===== config.mk =====
export PLATFORM = sky130hd
export DESIGN_NAME = pythag_leg_solver
export DESIGN_NICKNAME = d
export VERILOG_FILES = /design/src/rtl/pythag_leg_solver_pkg.sv /design/src/rtl/pythag_leg_solver_isqrt_iter_step.sv /design/src/rtl/pythag_leg_solver.sv
export SDC_FILE = /design/constraint.sdc
export NUM_CORES = 1
export LEC_CHECK = 0
export CORE_MARGIN = 8
export CORE_UTILIZATION = 45
export DETAILED_ROUTE_END_ITERATION = 16
export GPL_TIMING_DRIVEN = 0
export PLACE_DENSITY_LB_ADDON = 0.05
export SYNTH_ARGS = -nofsm -noshare
export SYNTH_HDL_FRONTEND = slang
export SYNTH_SLANG_ARGS = --single-unit

===== constraint.sdc =====
create_clock -name clk -period 13.55 [get_ports clk]
set_input_delay 4.065 -clock clk [delete_from_list [all_inputs] [get_ports clk]]
set_output_delay 4.065 -clock clk [all_outputs]
set_load 0.05 [all_outputs]

===== src/rtl/pythag_leg_solver_pkg.sv =====
`default_nettype none
// ============================================================================
// Module      : pythag_leg_solver_pkg
// Description : Shared definitions for the Pythagorean leg solver: FSM state
//               encoding, default operand width and iteration counter width.
// Revision    : 1.0 - initial release
// ============================================================================
package pythag_leg_solver_pkg;

    // Default operand width (r, x, y); squares and differences use 2x this.
    localparam int WIDTH_DEF  = 8;

    // Width of the root iteration counter for the default operand width.
    localparam int ITER_CNT_W = $clog2(WIDTH_DEF);

    // Controller states, explicitly encoded in two bits.
    typedef enum logic [1:0] {
        ST_IDLE = 2'd0,
        ST_CALC = 2'd1,
        ST_ROOT = 2'd2,
        ST_DONE = 2'd3
    } state_e;

    // Counter width for an arbitrary operand width; never narrower than 1 bit.
    function automatic int cnt_width(input int w);
        return (w < 2) ? 1 : $clog2(w);
    endfunction

endpackage : pythag_leg_solver_pkg
`default_nettype wire


===== src/rtl/pythag_leg_solver_isqrt_iter_step.sv =====
`default_nettype none
// ============================================================================
// Module      : isqrt_iter_step
// Description : One combinational step of a bitwise integer square root.
//               The remainder tracks (radicand - root^2). Trying bit 'pos'
//               raises root^2 by (root << (pos+1)) + (1 << 2*pos); the bit
//               is kept when that increase still fits in the remainder.
// Revision    : 1.0 - initial release
// ============================================================================
module isqrt_iter_step #(
    parameter int WIDTH = 8,
    parameter int CNT_W = 3
) (
    input  logic [2*WIDTH-1:0] rem_i,
    input  logic [WIDTH-1:0]   root_i,
    input  logic [CNT_W-1:0]   pos_i,
    output logic [2*WIDTH-1:0] rem_o,
    output logic [WIDTH-1:0]   root_o
);

    // One extra bit so the trial increase never wraps for the top bit.
    localparam int                DW       = 2 * WIDTH + 1;
    localparam logic [DW-1:0]     ONE_DW   = DW'(1);
    localparam logic [WIDTH-1:0]  ONE_W    = WIDTH'(1);

    logic [CNT_W:0]   shift_lin;
    logic [CNT_W:0]   shift_sq;
    logic [DW-1:0]    root_ext;
    logic [DW-1:0]    delta;
    logic [DW-1:0]    rem_ext;
    logic             keep;

    // Trial increase of root^2 for this bit, compare, and conditionally commit.
    always_comb begin
        shift_lin = {1'b0, pos_i} + 1'b1;
        shift_sq  = {pos_i, 1'b0};
        root_ext  = {{(WIDTH + 1){1'b0}}, root_i};
        delta     = (root_ext << shift_lin) + (ONE_DW << shift_sq);
        rem_ext   = {1'b0, rem_i};
        keep      = (rem_ext >= delta);
        rem_o     = keep ? (rem_i - delta[2*WIDTH-1:0]) : rem_i;
        root_o    = keep ? (root_i | (ONE_W << pos_i)) : root_i;
    end

endmodule : isqrt_iter_step
`default_nettype wire


===== src/rtl/pythag_leg_solver.sv =====
`default_nettype none
// ============================================================================
// Module      : pythag_leg_solver
// Description : Computes y = floor(sqrt(r*r - x*x)) over WIDTH+1 enabled
//               cycles (one cycle for the difference of squares, WIDTH cycles
//               of bitwise root), with start/busy/done handshake. x > r is
//               reported through err after a single cycle.
// Revision    : 1.0 - initial release
// ============================================================================
module pythag_leg_solver
    import pythag_leg_solver_pkg::*;
#(
    parameter int WIDTH = WIDTH_DEF
) (
    input  logic             clk,
    input  logic             rst_n,
    input  logic             ena,
    input  logic             start,
    input  logic [WIDTH-1:0] r_in,
    input  logic [WIDTH-1:0] x_in,
    output logic             busy,
    output logic             done,
    output logic [WIDTH-1:0] y_out,
    output logic             err
);

    localparam int              CNT_W    = cnt_width(WIDTH);
    localparam logic [CNT_W-1:0] CNT_INIT = CNT_W'(WIDTH - 1);

    state_e               state_q;
    state_e               state_d;
    logic [WIDTH-1:0]     r_q;
    logic [WIDTH-1:0]     x_q;
    logic [2*WIDTH-1:0]   rem_q;
    logic [WIDTH-1:0]     res_q;
    logic [CNT_W-1:0]     cnt_q;
    logic [WIDTH-1:0]     y_q;
    logic                 err_q;

    logic [2*WIDTH-1:0]   r_sq;
    logic [2*WIDTH-1:0]   x_sq;
    logic [2*WIDTH-1:0]   diff_d;
    logic                 x_gt_r;
    logic [2*WIDTH-1:0]   rem_d;
    logic [WIDTH-1:0]     res_d;

    // Difference of squares; only consumed when x <= r, so it cannot underflow.
    always_comb begin
        r_sq   = {{WIDTH{1'b0}}, r_q} * {{WIDTH{1'b0}}, r_q};
        x_sq   = {{WIDTH{1'b0}}, x_q} * {{WIDTH{1'b0}}, x_q};
        x_gt_r = (x_q > r_q);
        diff_d = r_sq - x_sq;
    end

    isqrt_iter_step #(
        .WIDTH (WIDTH),
        .CNT_W (CNT_W)
    ) u_step (
        .rem_i  (rem_q),
        .root_i (res_q),
        .pos_i  (cnt_q),
        .rem_o  (rem_d),
        .root_o (res_d)
    );

    // State register; ena=0 freezes the controller.
    always_ff @(posedge clk or negedge rst_n) begin
        if (!rst_n) begin
            state_q <= ST_IDLE;
        end else if (ena) begin
            state_q <= state_d;
        end
    end

    // Next-state logic: start is only honoured in IDLE and DONE.
    always_comb begin
        state_d = state_q;
        case (state_q)
            ST_IDLE: if (start) state_d = ST_CALC;
            ST_CALC: state_d = x_gt_r ? ST_DONE : ST_ROOT;
            ST_ROOT: if (cnt_q == '0) state_d = ST_DONE;
            ST_DONE: state_d = start ? ST_CALC : ST_IDLE;
            default: state_d = ST_IDLE;
        endcase
    end

    // Operand capture, root iteration and result registers.
    always_ff @(posedge clk or negedge rst_n) begin
        if (!rst_n) begin
            r_q   <= '0;
            x_q   <= '0;
            rem_q <= '0;
            res_q <= '0;
            cnt_q <= '0;
            y_q   <= '0;
            err_q <= 1'b0;
        end else if (ena) begin
            case (state_q)
                ST_IDLE, ST_DONE: begin
                    if (start) begin
                        r_q   <= r_in;
                        x_q   <= x_in;
                        err_q <= 1'b0;
                    end
                end
                ST_CALC: begin
                    if (x_gt_r) begin
                        err_q <= 1'b1;
                        y_q   <= '0;
                    end else begin
                        rem_q <= diff_d;
                        res_q <= '0;
                        cnt_q <= CNT_INIT;
                    end
                end
                ST_ROOT: begin
                    rem_q <= rem_d;
                    res_q <= res_d;
                    if (cnt_q == '0) begin
                        y_q   <= res_d;
                        err_q <= 1'b0;
                    end else begin
                        cnt_q <= cnt_q - 1'b1;
                    end
                end
                default: ;
            endcase
        end
    end

    // Handshake outputs decoded from state; results come straight from registers.
    always_comb begin
        busy  = (state_q == ST_CALC) || (state_q == ST_ROOT);
        done  = (state_q == ST_DONE);
        y_out = y_q;
        err   = err_q;
    end

endmodule : pythag_leg_solver
`default_nettype wire


==> impl_results.md <==
- Status: complete, no violations
- Area of the multi-input gates: 5900 sq um
- Clock Tree Buf Depth: 2
- Max cap viols: 0
- Slew @ Worst Pin: 0.812 ns
- Hold slack: 0.494 ns
- Worst-case reg-to-reg path depth: 27
- CORE AREA: 17300 sq um
- Synth Area in Simple Gates: 13.0%
- DRT Wirelength: 19.5 mm
- CTS Buf Count: 5
- CP Capture Type: register
- Final design utilization: 50.3%
- 1st-pass router iterations: 5
- # diodes: 0
- Minimum clock period: 7.26 ns
- Fin nets: 1128
- Crit Path Max Fanout: 10
- Final Hold Vio Count: 0
- Io pins: 31
- Commonest non-fill, non-tap cell in the layout: inv_1
- Initial cell density of the core: 46.1%
- Largest family of logic cells by synthesized area: adder cells
- Setup Fix Bufs, Post-CTS: 0
- Syn Nets: 1091
- Crit path launch type: register
- Yosys reg bits: 54
- Synth area leaders: fa_1, dfrtp_1, ha_1
- Sequential-to-total area share from yosys stat: 17.0%
- Wirelength per Cell: 16.9 um
- Max Fclk: 138 MHz
- DRC Markers: 0
- Register area: 1350 sq um
- Slew HR: 45.6%
- Root buffer cell: clkbuf_16
- Clk_lat worst skew: 0.31 ns
- Final Slew Violations: 0
- TritonCTS clock tree: done
- Post-synth EDFFs: 0
- Via density: 5.35
- Pin count of the biggest net entering global routing: 55
- Final setup TNS: 0 ns
- Synth unique cells: 61
- Skew final: 0.00922 ns
- Grt total ovfl: 0
- Crit path DAT: 7.46 ns
- Commonest non-fill, non-tap cells in the layout: inv_1, ha_1, fa_1
- GPL Wtd Cong: 0.854
- DR vias: 6178
- First DRT Iteration DRCs: 315
- Pre-CTS setup slack: 6.42 ns
- Final Cycle Share: 53.6%
- Mapped cell area: 7970 sq um
- Complex-gate fraction of the synthesized area: 12.4%
- Synthesized area per cell: 8.93 sq um
- Filler cells: 1645
- Final WS setup: 6.29 ns
- Dominant synthesized flop cell: dfrtp_1
- Final setup viols: 0
- Fraction of synthesized area in multiplexers: 7.85%
- Die Wd: 149 um
- Final ANT Viol Nets: 0
- # H-tree levels: 2
- Share of synthesized registers carrying an async set or reset: 100%
- RSZ-0062 raised after global routing: false
- Core Rows: 48
- Die H: 149 um
- Synth Warn #: 0
- Dpl hpwl: 16.0 mm
- Synth Area in XOR/XNOR: 5.06%
- Min-delay worst type: reg -> reg
- Global-route wire length before repair: 33.0 mm
- Largest area contributor in the netlist: fa_1
- Total GRT Usage: 18.4%
- Post-Synthesis Cells: 892
- CTS sink cnt: 54
- Vias in the first global route: 6598
- Critical path type: reg -> reg
- Clock transition at the registers of the reported paths: 0.08 ns
- Synth top area share: 20.1%
- Layout cells sized above 1: 6.13%
- Die Area: 22200 sq um
- WP data required: 13.75 ns
- Synth Area in Adders: 35.6%
- Port Buf Inserts: 30
- Hold_buf cts: 0
- Post-CTS Resized: 0
- Min-Delay Path Depth: 1
- Area grow syn2layout: 9.20%
- Initial antenna violation count: 0
-- worst max-delay path, stage by stage (launching register included) --
cell	delay, ns
dfrtp_1	0.42
buf_6	0.17
clkbuf_1	0.43
inv_1	0.17
ha_1	0.31
clkbuf_1	0.38
clkbuf_1	0.44
nor2_1	0.10
a31oi_1	0.30
nor2_1	0.08
ha_1	0.36
nand2_1	0.10
o31ai_1	0.07
a41o_1	0.33
a31oi_4	0.24
nor2_1	0.08
nor2_1	0.15
nor2_1	0.07
xnor2_1	0.12
ha_1	0.35
a21oi_1	0.15
o21ai_0	0.15
or3_1	0.36
o211ai_1	0.48
a21oi_1	0.22
a211oi_4	0.57
buf_12	0.23
mux2_4	0.31
-- cell families after synthesis --
group	Yosys count
AOI/OAI and AO/OA	153
xor gates and xnor gates	46
adders and majority gates	179
buffers and inverters	185
DFF	54
muxes	50
other	1
and+or+nand+nor	224
-- synthesized netlist by cell type (3+ instances only) --
master and n:
o21a_1 3, a22o_1 6, o22ai_1 3, fa_1 80, a21o_1 5, clkbuf_1 24, xor2_1 13, o2111ai_1 4
nor2b_1 10, buf_1 3, dfrtp_1 54, nand4_1 6, mux2_4 10, xnor2_1 33, and2_1 12, mux2i_1 10
nor3_1 9, inv_1 156, o21ai_0 24, nand2b_1 7, a31oi_1 15, nand2_1 75, ha_1 99, mux2_2 27
nand3b_1 3, a21oi_1 57, and3_1 8, or3_1 6, o211ai_1 5, nor2_1 60, nand3_1 21, a21boi_0 3
a211oi_1 5
-- final timing paths --
path / startpoint / endpoint / slack, ns
setup / recovery: cnt_q[0]$_DFFE_PN0P_ / rem_q[14]$_DFFE_PN0P_ / 6.29
hold / removal: err$_DFFE_PN0P_ / err$_DFFE_PN0P_ / 0.49
setup reg to reg: cnt_q[0]$_DFFE_PN0P_ / rem_q[14]$_DFFE_PN0P_ / 6.29
hold reg to reg: err$_DFFE_PN0P_ / err$_DFFE_PN0P_ / 0.49
max in group asynchronous: rst_n / cnt_q[1]$_DFFE_PN0P_ / 9.20
min in group asynchronous: rst_n / rem_q[5]$_DFFE_PN0P_ / 3.82
-- metal layers --
metal / track usage, % / part of all wire [%] / wire length, um
met1: 24.9 / 49 / 9490
met2: 31.1 / 47 / 9260
met3: 2.73 / 3.2 / 632
met4: 2.98 / 0.75 / 146
met5: 0 / 0 / 0
-- state kept, by name, indices dropped and copies added (netlist names) --
register and flops:
cnt_q 3, err 1, r_q 8, rem_q 16, res_q 8, state_q 2, x_q 8, y_out 8
-- per-stage QoR --
step,std cells,instance area [sq um]
2_1_floorplan,892,7970
3_3_place_gp,1147,8550
3_5_place_dp,1147,8550
4_1_cts,1155,8700
5_1_grt,1155,8700
6_report,1155,8700
-- layout make-up --
cell class,count,area share (%)
multi-input combinational,653,67.8
sequential,54,15.5
tap,225,3.24
clock buffer,5,1.44
buffer,29,1.52
clock inverter,3,0.331
inverter,156,6.73
timing repair buffer,30,3.42
Power is not shown: default switching activity piles up to over one toggle a cycle in this logic, so the estimate is an artifact.
